**config.mk**
```make
export PLATFORM = sky130hd
export DESIGN_NAME = vm_keypad_scanner_flat
export DESIGN_NICKNAME = d
export VERILOG_FILES = /design/src/rtl/vm_keypad_scanner_pkg.sv /design/src/rtl/vm_keypad_scanner_if.sv /design/src/rtl/vm_keypad_scanner_row_sync.sv /design/src/rtl/vm_keypad_scanner.sv /design/src/flat_wrapper.sv
export SDC_FILE = /design/constraint.sdc
export NUM_CORES = 1
export LEC_CHECK = 0
export ABC_AREA = 1
export BUFFER_PORTS_ARGS = -buffer_cell sky130_fd_sc_hd__buf_4
export CORE_MARGIN = 8
export CORE_UTILIZATION = 45
export DETAILED_ROUTE_END_ITERATION = 12
export GPL_TIMING_DRIVEN = 0
export PLACE_DENSITY_LB_ADDON = 0.25
export SLEW_MARGIN = 20
export SYNTH_ARGS = -nofsm -noshare
export SYNTH_HDL_FRONTEND = slang
export SYNTH_SLANG_ARGS = --single-unit
export TNS_END_PERCENT = 50
```
**constraint.sdc**
```tcl
create_clock -name clk -period 2.4 [get_ports clk]
set_input_delay 0.24 -clock clk [delete_from_list [all_inputs] [get_ports clk]]
set_output_delay 0.24 -clock clk [all_outputs]
set_load 0.05 [all_outputs]
```
**src/rtl/vm_keypad_scanner_pkg.sv**
```systemverilog
// Shared types and helpers for the vending-machine keypad scanner slice.
package vm_keypad_pkg;

  localparam int unsigned NUM_COLS = 4;
  localparam int unsigned NUM_ROWS = 4;

  typedef enum logic [1:0] {
    SCAN,
    CONFIRM,
    PRESSED
  } state_t;

  function automatic logic [3:0] onehot4(input logic [1:0] idx);
    onehot4 = 4'b0001 << idx;
  endfunction

endpackage

```
**src/rtl/vm_keypad_scanner_if.sv**
```systemverilog
// Row/column selection bus from the keypad scanner to the idle/selection stage.
interface vm_keypad_scanner_if;
  import vm_keypad_pkg::*;

  logic [NUM_ROWS-1:0] row_out;
  logic [NUM_COLS-1:0] col_out;
  logic                key_valid;

  modport master (output row_out, output col_out, output key_valid);
  modport slave  (input  row_out, input  col_out, input  key_valid);
endinterface

```
**src/rtl/vm_keypad_scanner_row_sync.sv**
```systemverilog
// Two-flop synchronizer for asynchronous level inputs (keypad rows, coin sensors).
module vm_row_sync #(
  parameter int unsigned WIDTH = 4
) (
  input  logic             clk,
  input  logic             reset,
  input  logic [WIDTH-1:0] d,
  output logic [WIDTH-1:0] q
);

  logic [WIDTH-1:0] meta;

  always_ff @(posedge clk) begin
    if (reset) begin
      meta <= '0;
      q    <= '0;
    end else begin
      meta <= d;
      q    <= meta;
    end
  end

endmodule

```
**src/rtl/vm_keypad_scanner.sv**
```systemverilog
// 4x4 keypad column scanner with press/release debounce; drives the selection bus.
module vm_keypad_scanner
  import vm_keypad_pkg::*;
#(
  parameter int unsigned SCAN_DIV     = 1000,
  parameter int unsigned DEBOUNCE_CNT = 16
) (
  input  logic                clk,
  input  logic                reset,
  input  logic [NUM_ROWS-1:0] row_sense,
  output logic [NUM_COLS-1:0] col_drive,
  vm_keypad_scanner_if.master sel
);

  localparam int unsigned TICK_W = $clog2(SCAN_DIV);
  localparam int unsigned CNT_W  = $clog2(DEBOUNCE_CNT + 1);
  localparam logic [TICK_W-1:0] TICK_LAST = TICK_W'(SCAN_DIV - 1);
  localparam logic [CNT_W-1:0]  CNT_LAST  = CNT_W'(DEBOUNCE_CNT - 1);

  state_t              state;
  logic [1:0]          col_idx;
  logic [TICK_W-1:0]   tick_cnt;
  logic [CNT_W-1:0]    deb_cnt;
  logic [CNT_W-1:0]    rel_cnt;
  logic [NUM_ROWS-1:0] cand_row;
  logic [NUM_ROWS-1:0] row_s;
  logic                tick;

  vm_row_sync #(.WIDTH(NUM_ROWS)) u_row_sync (
    .clk   (clk),
    .reset (reset),
    .d     (row_sense),
    .q     (row_s)
  );

  assign tick      = (tick_cnt == TICK_LAST);
  assign col_drive = onehot4(col_idx);

  always_ff @(posedge clk) begin
    if (reset) begin
      state         <= SCAN;
      col_idx       <= '0;
      tick_cnt      <= '0;
      deb_cnt       <= '0;
      rel_cnt       <= '0;
      cand_row      <= '0;
      sel.row_out   <= '0;
      sel.col_out   <= '0;
      sel.key_valid <= 1'b0;
    end else begin
      sel.key_valid <= 1'b0;
      tick_cnt      <= tick ? '0 : tick_cnt + 1'b1;

      if (tick) begin
        case (state)
          SCAN: begin
            // Multi-bit rows (ghosting or several keys) are skipped like an empty column.
            if ($onehot(row_s)) begin
              cand_row <= row_s;
              deb_cnt  <= CNT_W'(1);
              state    <= CONFIRM;
            end else begin
              col_idx <= col_idx + 2'd1;
            end
          end

          CONFIRM: begin
            if (row_s == cand_row) begin
              deb_cnt <= deb_cnt + 1'b1;
              if (deb_cnt == CNT_LAST) begin
                sel.row_out   <= cand_row;
                sel.col_out   <= onehot4(col_idx);
                sel.key_valid <= 1'b1;
                rel_cnt       <= '0;
                state         <= PRESSED;
              end
            end else begin
              col_idx <= col_idx + 2'd1;
              state   <= SCAN;
            end
          end

          PRESSED: begin
            if (row_s == '0) begin
              if (rel_cnt == CNT_LAST) begin
                sel.row_out <= '0;
                sel.col_out <= '0;
                rel_cnt     <= '0;
                col_idx     <= col_idx + 2'd1;
                state       <= SCAN;
              end else begin
                rel_cnt <= rel_cnt + 1'b1;
              end
            end else begin
              rel_cnt <= '0;
            end
          end

          default: state <= SCAN;
        endcase
      end
    end
  end

endmodule

```
**src/flat_wrapper.sv**
```systemverilog
// flat-port wrapper written by rule: the top's interface ports become plain ports
module vm_keypad_scanner_flat import vm_keypad_pkg::*;
#(
  parameter int unsigned SCAN_DIV     = 1000,
  parameter int unsigned DEBOUNCE_CNT = 16
)
  (clk, reset, row_sense, col_drive, sel_row_out, sel_col_out, sel_key_valid);
  vm_keypad_scanner_if sel_i ();
  input  logic clk;
  input  logic reset;
  input  logic [NUM_ROWS-1:0] row_sense;
  output logic [NUM_COLS-1:0] col_drive;
  output wire logic [$bits(sel_i.row_out)-1:0] sel_row_out;
  output wire logic [$bits(sel_i.col_out)-1:0] sel_col_out;
  output wire logic [$bits(sel_i.key_valid)-1:0] sel_key_valid;
  assign sel_row_out = sel_i.row_out;
  assign sel_col_out = sel_i.col_out;
  assign sel_key_valid = sel_i.key_valid;
  vm_keypad_scanner #(.SCAN_DIV(SCAN_DIV), .DEBOUNCE_CNT(DEBOUNCE_CNT)) u_core (.clk(clk), .reset(reset), .row_sense(row_sense), .col_drive(col_drive), .sel(sel_i));
endmodule
```
==> results of run 1 <==
[kinds of logic after synthesis]
kind of cell / synth area share (%)
AND/OR/NAND/NOR: 33.8
buffers and inverters: 8.56
flip-flops: 38.3
AO/OA/AOI/OAI: 8.03
adder cells (fa/ha/maj): 9.89
XOR/XNOR: 1.49
[stage by stage]
step	worst slack, ns	std cells	area (sq um)	hold WS (ns)	utilization [%]
5_1_grt	0.0107	420	2710	0.120	53.3
4_1_cts	0.0604	416	2660	0.124	52.3
2_1_floorplan	0.320	320	2350	0.309	-
6_report	0.144	420	2710	0.132	53.3
3_3_place_gp	0.112	408	2580	0.390	50.8
3_5_place_dp	0.0859	408	2580	0.395	50.8
[cell type report]
type / instances / area, sq um / area share, %
Timing Repair Buffer: 21 / 158 / 5.83
Sequential cell: 45 / 906 / 33.5
Tap cell: 70 / 87.6 / 3.24
Multi-Input combinational cell: 225 / 1260 / 46.8
Clock buffer: 8 / 80.1 / 2.96
Buffer: 6 / 36.3 / 1.34
Inverter: 44 / 165 / 6.11
Timing Repair inverter: 1 / 7.51 / 0.278
[synth_stat cells (all sizes together)]
library cell	number
inv	43
nand4	5
buf	5
nand3	28
ha	17
fa	1
o21bai	2
or2	1
nor4	1
xor2	4
nor3b	3
a211oi	1
o21ai	5
dfxtp	45
a31oi	1
nor3	4
a21oi	27
clkinv	1
nor2	53
clkbuf	1
nand2	72
[layer usage]
| metal | routed length [microns] | track usage (%) | share of wire (%) | vias up |
|---|---|---|---|---|
| li1 | - | - | - | 1067 |
| met2 | 2140 | 21.0 | 46 | 28 |
| met3 | 179 | 3.90 | 3.8 | 2 |
| met4 | 19 | 3.69 | 0.41 | 0 |
| met1 | 2310 | 15.8 | 50 | 887 |
| met5 | 0 | 0 | 0 | - |
[registers in the layout, summed over array words and instances (netlist names), 2 cells and up]
signal                  cells
u_core.cand_row             4
u_core.sel.col_out          4
u_core.deb_cnt              5
u_core.col_idx              2
u_core.u_row_sync.q         4
u_core.rel_cnt              5
u_core.u_row_sync.meta      4
u_core.tick_cnt            10
u_core.sel.row_out          4
u_core.state                2
[timing repair]
item	CTS	global route
endpoints found under the setup margin	0	8
gates resized for setup	0	12
buffers inserted	0	3
hold buffers	0	0
[path summary, 6_finish.rpt]
path | from | endpoint | slack (ns)
max | u_core.u_row_sync.q[2] | u_core.deb_cnt[4] | 0.14
min | reset | u_core.deb_cnt[0] | 0.13
max reg2reg | u_core.u_row_sync.q[2] | u_core.deb_cnt[4] | 0.14
min reg2reg | u_core.u_row_sync.meta[2] | u_core.u_row_sync.q[2] | 0.40
[power by group through the flow]
| stage | sequential (W) | clock, W | combinational (W) |
|---|---|---|---|
| finish | 0.000763 | 0.000447 | 0.0000733 |
| global route | 0.000764 | 0.000494 | 0.0000852 |
| CTS | 0.000762 | 0.000469 | 0.0000696 |
| detailed placement | 0.000780 | 0 | 0.0000692 |
| global placement | 0.000780 | 0 | 0.0000682 |
| floorplan | 0.000779 | 0 | 0.0000488 |
==> results.tsv, run 1 <==
metric	value	unit
crit_family	adder cells	
cp_max_fo	4	
min_period_over_period	94.0	%
status	finished, final reports clean	
die-area	0.00780	sq mm
power	0.00128	W
hold_class	primary input to flop	
initial_core_util	46.4	%
pwr-share-comb	5.7	%
max-vdd-ir-drop	0.296	mV
cts_tree	done	
die_h	88.3	microns
crit_buf_inv	4	
grt_usage	12.8	%
core_area	0.00507	sq mm
final_hold_viol_count	0	
min_period	2.26	ns
finalSetupViolCount	0	
routed_wl	4650	microns
cpMaxStageDelayCell	fa_1	
tightest_slew	0.539	ns
nets	373	
tns	0	ns
crit_top_cell	nand2_1	
final.fill_count	513	
fin_skew	0.00493	ns
power.density	474	mW/mm^2
portBuffers	18	
syn2layout_area_growth	14.9	%
grt_overflow	0	
netlist.area_leader.share	38.3	%
antenna_found_initial	0	
synth-seq-cells	45	
crit_chain	inv_1 -> ha_1 -> ha_2 -> fa_1 -> inv_2 -> nand3_2 -> nand2_1 -> nand4_1 -> buf_4 -> clkinvlp_4 -> nand3_1 -> nand2_1 -> nor2_1	
cp_data_required_time	2.59	ns
die_x	88.3	microns
min_path_cells	2	
drtPass1Iterations	4	
max_freq	443	MHz
drv_slew	0	
drc	0	
ant_nets	0	
ys_seq_area_share	38.3	%
switching_share	22.6	%
yosys_warnings	0	
std_cell_rows	26	
drt-vias-per-instance	4.72	
grt_pass1_vias	1854	
arrival	2.44	ns
syn_nets	344	
cts_max_path_buffers	2	
synth_area_per_cell	7.35	sq um
p_leak	1.16	nW
rsz0062_at_grt	false	
netlist_top_cells_area	dfxtp_1, nand2_1, ha_1	
cts.sinks	45	
hpwl	3450	microns
synth_area_leader_cell	dfxtp_1	
final_cell_mix	nand2_1, nor2_1, dfxtp_1	
path_depth	13	
critPathMaxStageDelay	0.44	ns
synth_area	0.00235	sq mm
r2r_cells	13	
clkPwrFrac	34.8	%
p_int	0.000993	W
cts_inserted_buffers	5	
drv_cap	0	
detail_route.wl_per_cell	11.1	microns
p_switching	0.000290	W
cts_root_buf	clkbuf_8	
drive_gt1_share	18.0	%
crit_type	flop to flop	
drt_iter0_markers	152	
synthCells	320	
grt_max_degree	13	
p_seq_share	59.4	%
path_clk_slew	0.08	ns
slew_headroom	64.1	%
htree_num_levels	2	
final_common_cell	nand2_1	
io_pins	19	
dr_total_vias	1984	
grt_pass1_wl	8000	microns
worstSetupEndpointType	flop	
worstSetupStartpointType	flop	
gp_congestion	0.821	
synthDistinctLibCells	32	
antenna_cells	0	
clk_latency	0.29	ns
(Power assumes the default switching activity.)
==> run 2, diff against run 1 <==
==> constraint.sdc (replaced) <==
create_clock -name clk -period 2.1 [get_ports clk]
set_input_delay 0.21 -clock clk [delete_from_list [all_inputs] [get_ports clk]]
set_output_delay 0.21 -clock clk [all_outputs]
set_load 0.05 [all_outputs]
==> run 2 against run 1 <==
  * The flow now finishes with violations (setup timing)
  * Sequential cell count is the same
  * Sequential share of layout area shrank 0.76 points
  * Utilization up 1.2 points
  * Final area up 2.3%
  * Count of clock-buffer cells in the layout unchanged
  * Register-to-register slack got worse by 0.17 ns
  * First-iteration DRC count is 7.9% lower
  * Setup slack got worse by 0.17 ns
==> results.tsv, run 2 (synthesized netlist as in run 1, its figures left out) <==
metric	value	unit	change
status	finished with violations		was finished, final reports clean
violations	setup timing		
p_switching	0.000343	W	was 0.000290 W
critPathMaxStageDelay	0.44	ns	about the same
p_seq_share	58.5	%	was 59.4%
worstHoldStart	reset		unchanged
crit_buf_inv	3		was 4
die-area	0.00780	sq mm	unchanged
whs_endpoint	u_core.deb_cnt[0]		unchanged
final.fill_count	500		was 513
path_clk_slew	0.08	ns	about the same
hpwl	3450	microns	unchanged
fin_skew	0.00523	ns	was 0.00493 ns
grt_pass1_vias	1880		was 1854
dr_total_vias	2011		was 1984
rsz0062_at_grt	true		was false
final_hold_viol_count	0		unchanged
crit_family	adder cells		unchanged
tns	-0.0256	ns	was 0 ns
min_period	2.12	ns	was 2.26 ns
cp_data_required_time	2.33	ns	was 2.59 ns
drive_gt1_share	20.4	%	was 18.0%
die_x	88.3	microns	unchanged
p_int	0.00115	W	was 0.000993 W
path_depth	10		was 13
die_h	88.3	microns	unchanged
arrival	2.35	ns	was 2.44 ns
cts.sinks	45		unchanged
grt_max_degree	13		unchanged
cp_max_fo	8		was 4
portBuffers	18		unchanged
pwr-share-comb	7.0	%	was 5.7%
drv_cap	0		unchanged
grt_pass1_wl	8100	microns	was 8000 microns
htree_num_levels	2		unchanged
cts_root_buf	clkbuf_8		unchanged
drt_iter0_markers	140		was 152
min_path_cells	2		unchanged
top_register	u_core.tick_cnt		unchanged
worstSetupStartpointType	flop		unchanged
crit_chain	inv_2 -> ha_4 -> ha_4 -> fa_1 -> inv_2 -> nand4_1 -> buf_4 -> nor2_4 -> o21ai_0 -> a21oi_1		was inv_1 -> ha_1 -> ha_2 -> fa_1 -> inv_2 -> nand3_2 -> nand2_1 -> nand4_1 -> buf_4 -> clkinvlp_4 -> nand3_1 -> nand2_1 -> nor2_1
cts_inserted_buffers	5		unchanged
final_cell_mix	nand2_1, nor2_1, dfxtp_1		unchanged
final_common_cell	nand2_1		unchanged
grt_usage	13.0	%	was 12.8%
clk_latency	0.30	ns	was 0.29 ns
p_leak	1.18	nW	was 1.16 nW
seqCellArea	906	sq um	unchanged
power.density	539	mW/mm^2	was 474 mW/mm^2
pre_cts_ws	-0.214	ns	was 0.0859 ns
min_period_over_period	101	%	was 94.0%
core_area	0.00507	sq mm	unchanged
io_pins	19		unchanged
cpMaxStageDelayCell	fa_1		unchanged
routed_wl	4820	microns	was 4650 microns
grt_overflow	0		unchanged
switching_share	23.0	%	was 22.6%
clkPwrFrac	34.6	%	was 34.8%
timing.rr.end	u_core.cand_row[1]		was u_core.deb_cnt[4]
crit_type	flop to flop		unchanged
finalSetupViolCount	2		was 0
drv_slew	0		unchanged
worstSetupEndpointType	flop		unchanged
cts_tree	done		unchanged
biggestRegsByFlops	u_core.tick_cnt (10), u_core.deb_cnt (5), u_core.rel_cnt (5)		unchanged
reg2reg_setup_slack	-0.02	ns	was 0.14 ns
cts_max_path_buffers	2		unchanged
timing.rr.start	u_core.u_row_sync.q[1]		was u_core.u_row_sync.q[2]
setup_slack	-0.0213	ns	was 0.144 ns
antenna_cells	0		unchanged
largest_reg_flops	10		unchanged
power	0.00149	W	was 0.00128 W
nets	376		was 373
max_freq	471	MHz	was 443 MHz
r2r_cells	10		was 13
drt-vias-per-instance	4.75		was 4.72
drc	0		unchanged
slew_headroom	64.1	%	about the same
syn2layout_area_growth	17.6	%	was 14.9%
multi_input_area	0.00130	sq mm	was 0.00126 sq mm
max-vdd-ir-drop	0.339	mV	was 0.296 mV
ant_nets	0		unchanged
tightest_slew	0.538	ns	was 0.539 ns
initial_core_util	46.4	%	unchanged
crit_start	u_core.u_row_sync.q[1]		was u_core.u_row_sync.q[2]
hold_class	primary input to flop		unchanged
detail_route.wl_per_cell	11.4	microns	was 11.1 microns
drtPass1Iterations	4		unchanged
std_cell_rows	26		unchanged
antenna_found_initial	0		unchanged
gp_congestion	0.821		unchanged
[run 2: cell types whose count changed in the layout (fill, tap and decap cells not counted), moves of 2 or more]
cell     previous run  this run
ha_4                0         3
inv_2               7         9
ha_1               16        14
inv_1              37        34
o21ai_1             0         3
buf_4              22        26
o21ai_0             5         2
[run 2: repair_timing]
item | in CTS | in global routing
buffers inserted | 4 | 3
resized for setup | 13 | 8
gates cloned | 0 | 0
setup endpoints to repair | 13 | 10
hold buffers | 0 | 0
pin swaps | 5 | 3
[run 2: metal layers]
layer / up-vias / share of wire (%) / GRT usage [%]
met1: 901 / 48 / 15.8
li1: 1074 / - / -
met3: 5 / 4.5 / 3.90
met4: 0 / 0.91 / 3.69
met2: 31 / 47 / 21.6
met5: - / 0 / 0
[run 2: stage by stage]
step	hold slack, ns	utilization (%)	cell area, sq um	instances
floorplan	0.279	-	2350	320
global placement	0.390	50.8	2580	408
detailed placement	0.395	50.8	2580	408
CTS	0.0944	53.6	2720	420
global route	0.0896	54.5	2770	423
finish	0.0984	54.5	2770	423
[run 2: worst max-delay path by stage]
stage                     slack (ns)                 end
after floorplan                 0.02   u_core.deb_cnt[1]
after global placement         -0.19   u_core.deb_cnt[2]
after detailed placement       -0.21   u_core.deb_cnt[2]
after CTS                      0.009     u_core.state[0]
after global routing           -0.11   u_core.deb_cnt[1]
final                          -0.02  u_core.cand_row[1]
[run 2: cell type report]
class                      count  area share [%]
inverter                      44            6.01
sequential                    45            32.7
buffer                         6            1.31
timing repair buffer          25            6.78
multi-input combinational    225            47.1
tap                           70            3.16
clock buffer                   8            2.89
[run 2: worst register-to-register path: stages (launching register included)]
cell,delay (ns)
dfxtp_2,0.34
inv_2,0.05
ha_4,0.24
ha_4,0.15
fa_1,0.44
inv_2,0.08
nand4_1,0.14
buf_4,0.19
nor2_4,0.17
o21ai_0,0.12
a21oi_1,0.14
[run 2: power groups by stage]
stage          Combinational (W)  Clock (W)  Sequential (W)
2_1_floorplan          0.0000557          0        0.000890
5_1_grt                 0.000117   0.000565        0.000873
4_1_cts                0.0000886   0.000536        0.000871
6_report                0.000104   0.000516        0.000871
3_5_place_dp           0.0000791          0        0.000892
3_3_place_gp           0.0000780          0        0.000891
==> run 3, diff against run 2 <==
--- a/config.mk
+++ b/config.mk
@@ -8,7 +8,7 @@
 export ABC_AREA = 1
 export BUFFER_PORTS_ARGS = -buffer_cell sky130_fd_sc_hd__buf_4
 export CORE_MARGIN = 8
-export CORE_UTILIZATION = 45
+export CORE_UTILIZATION = 59
 export DETAILED_ROUTE_END_ITERATION = 12
 export GPL_TIMING_DRIVEN = 0
 export PLACE_DENSITY_LB_ADDON = 0.25
==> run 3 against run 2 <==
  * Die area down 20%
  * Count of clock-buffer cells in the layout shrank 1
  * First-iteration DRC count down 20%
  * Power rose by 10%
  * The run still ends with setup timing left
  * Highest routed layer unchanged
  * Setup slack lost 0.00056 ns
  * Critical path depth up 3
==> results.tsv, run 3 (synthesized netlist as in run 1, its figures left out) <==
metric	value	unit	change
ant_nets	0		unchanged
largest_reg_flops	10		unchanged
grt_pass1_wl	8640	microns	was 8100 microns
routed_wl	5240	microns	was 4820 microns
min_period	2.12	ns	about the same
power.density	589	mW/mm^2	was 539 mW/mm^2
crit_start	u_core.u_row_sync.q[3]		was u_core.u_row_sync.q[1]
max_freq	471	MHz	about the same
cts_root_buf	clkbuf_8		unchanged
grt_usage	16.9	%	was 13.0%
antenna_cells	0		unchanged
final_cell_mix	nand2_1, nor2_1, dfxtp_1		unchanged
status	finished with violations		unchanged
hold_buffers	0		unchanged
violations	setup timing		unchanged
grt_overflow	0		unchanged
crit_type	flop to flop		unchanged
reg2reg_setup_slack	-0.02	ns	about the same
clk_latency	0.30	ns	about the same
final_hold_viol_count	0		unchanged
io_pins	19		unchanged
top_register	u_core.tick_cnt		unchanged
initial_core_util	60.1	%	was 46.4%
timing.rr.start	u_core.u_row_sync.q[3]		was u_core.u_row_sync.q[1]
gp_congestion	0.840		was 0.821
drv_cap	0		unchanged
die_h	79.2	microns	was 88.3 microns
pre_cts_ws	-0.225	ns	was -0.214 ns
htree_num_levels	2		unchanged
critPathMaxStageDelay	0.44	ns	about the same
grt_max_degree	14		was 13
crit_family	adder cells		unchanged
syn2layout_area_growth	18.8	%	was 17.6%
crit_buf_inv	4		was 3
std_cell_rows	23		was 26
drc	0		unchanged
detail_route.wl_per_cell	13.0	microns	was 11.4 microns
crit_chain	inv_2 -> ha_4 -> ha_4 -> fa_1 -> inv_2 -> nand3_2 -> nand2_1 -> nand4_1 -> buf_6 -> inv_6 -> nand3_2 -> nand2_1 -> nor2_1		was inv_2 -> ha_4 -> ha_4 -> fa_1 -> inv_2 -> nand4_1 -> buf_4 -> nor2_4 -> o21ai_0 -> a21oi_1
tightest_slew	0.515	ns	was 0.538 ns
cp_max_fo	5		was 8
nets	376		unchanged
p_leak	1.20	nW	was 1.18 nW
portBuffers	18		unchanged
arrival	2.32	ns	was 2.35 ns
final.fill_count	325		was 500
slew_headroom	65.7	%	was 64.1%
max-vdd-ir-drop	0.592	mV	was 0.339 mV
drv_slew	0		unchanged
fin_skew	0.00703	ns	was 0.00523 ns
cp_data_required_time	2.30	ns	was 2.33 ns
setup_slack	-0.0219	ns	was -0.0213 ns
hpwl	3550	microns	was 3450 microns
final_common_cell	nand2_1		unchanged
cts_tree	done		unchanged
finalSetupViolCount	5		was 2
antenna_found_initial	0		unchanged
cts_max_path_buffers	2		unchanged
min_period_over_period	101	%	about the same
path_clk_slew	0.08	ns	about the same
cpMaxStageDelayCell	fa_1		unchanged
worstSetupEndpointType	flop		unchanged
r2r_cells	13		was 10
path_depth	13		was 10
die_x	79.2	microns	was 88.3 microns
timing.rr.end	u_core.deb_cnt[1]		was u_core.cand_row[1]
worstSetupStartpointType	flop		unchanged
drtPass1Iterations	4		unchanged
drt_iter0_markers	112		was 140
die-area	0.00627	sq mm	was 0.00780 sq mm
cts_inserted_buffers	5		unchanged
grt_pass1_vias	2026		was 1880
cts.sinks	45		unchanged
crit_end	u_core.deb_cnt[1]		was u_core.cand_row[1]
rsz0062_at_grt	true		unchanged
dr_total_vias	2123		was 2011
design_area	0.00280	sq mm	was 0.00277 sq mm
biggestRegsByFlops	u_core.tick_cnt (10), u_core.deb_cnt (5), u_core.rel_cnt (5)		unchanged
hold_class	primary input to flop		unchanged
core_area	0.00391	sq mm	was 0.00507 sq mm
drive_gt1_share	21.5	%	was 20.4%
drt-vias-per-instance	5.27		was 4.75
place_area	0.00255	sq mm	was 0.00258 sq mm
-- run 3: cell types whose count changed in the layout (fill, tap and decap cells not counted), sizes merged --
cell / change
inv: +2
bufinv: +1
buf: -1
clkbuf: -1
clkinv: -1
-- run 3: worst min-delay path by stage --
| stage | depth (start not counted) | end | start | slack, ns |
|---|---|---|---|---|
| global placement | 2 | u_core.u_row_sync.q[1] | u_core.u_row_sync.meta[1] | 0.39 |
| global route | 2 | u_core.deb_cnt[2] | reset | 0.07 |
| floorplan | 1 | u_core.deb_cnt[0] | reset | 0.28 |
| finish | 2 | u_core.deb_cnt[2] | reset | 0.08 |
| CTS | 2 | u_core.deb_cnt[2] | reset | 0.08 |
| detailed placement | 2 | u_core.u_row_sync.q[2] | u_core.u_row_sync.meta[2] | 0.40 |
-- run 3: report_power, final --
part | switching, W | total, W | leakage [nW] | internal (W)
clock | 0.000287 | 0.000674 | 0.0585 | 0.000388
combinational | 0.0000577 | 0.0000993 | 0.780 | 0.0000416
sequential | 0.00000695 | 0.000872 | 0.366 | 0.000865
total | 0.000351 | 0.00165 | 1.20 | 0.00129
-- run 3: final cells by class --
| type | count | area [sq um] | share of cell area, % |
|---|---|---|---|
| repair inverters | 1 | 6.26 | 0.224 |
| clock inverters | 1 | 30.0 | 1.07 |
| repair buffers | 24 | 184 | 6.58 |
| flip-flops and latches | 45 | 906 | 32.4 |
| inverters | 44 | 170 | 6.09 |
| plain buffers | 6 | 36.3 | 1.30 |
| well taps | 50 | 62.6 | 2.24 |
| clock buffers | 7 | 86.3 | 3.09 |
| multi-input cells | 225 | 1310 | 47.0 |
-- run 3: per-stage QoR --
stage	TNS, ns	instances	hold WS (ns)	util [%]	power [W]
final	-0.0606	403	0.0836	71.4	0.00165
after global routing	-0.863	403	0.0696	71.4	0.00171
after CTS	-0.0445	402	0.0755	70.4	0.00165
after floorplan	0	320	0.279	-	0.000945
after global placement	-0.983	388	0.395	65.2	0.000968
after detailed placement	-1.56	388	0.399	65.2	0.000970
-- run 3: timing repair --
item | 4_1_cts | 5_1_grt
resized for setup | 14 | 13
pin swaps | 6 | 5
endpoints found under the hold margin | 0 | 0
cloned | 1 | 0
endpoints found under the setup margin | 13 | 13
setup buffers | 5 | 1
-- run 3: per-layer routing --
metal / vias up / routed length (microns) / global-route usage, %
li1: 1077 / - / -
met4: 0 / 86 / 5.56
met5: - / 0 / 0
met2: 43 / 2770 / 31.0
met1: 990 / 2170 / 18.3
met3: 13 / 213 / 4.63
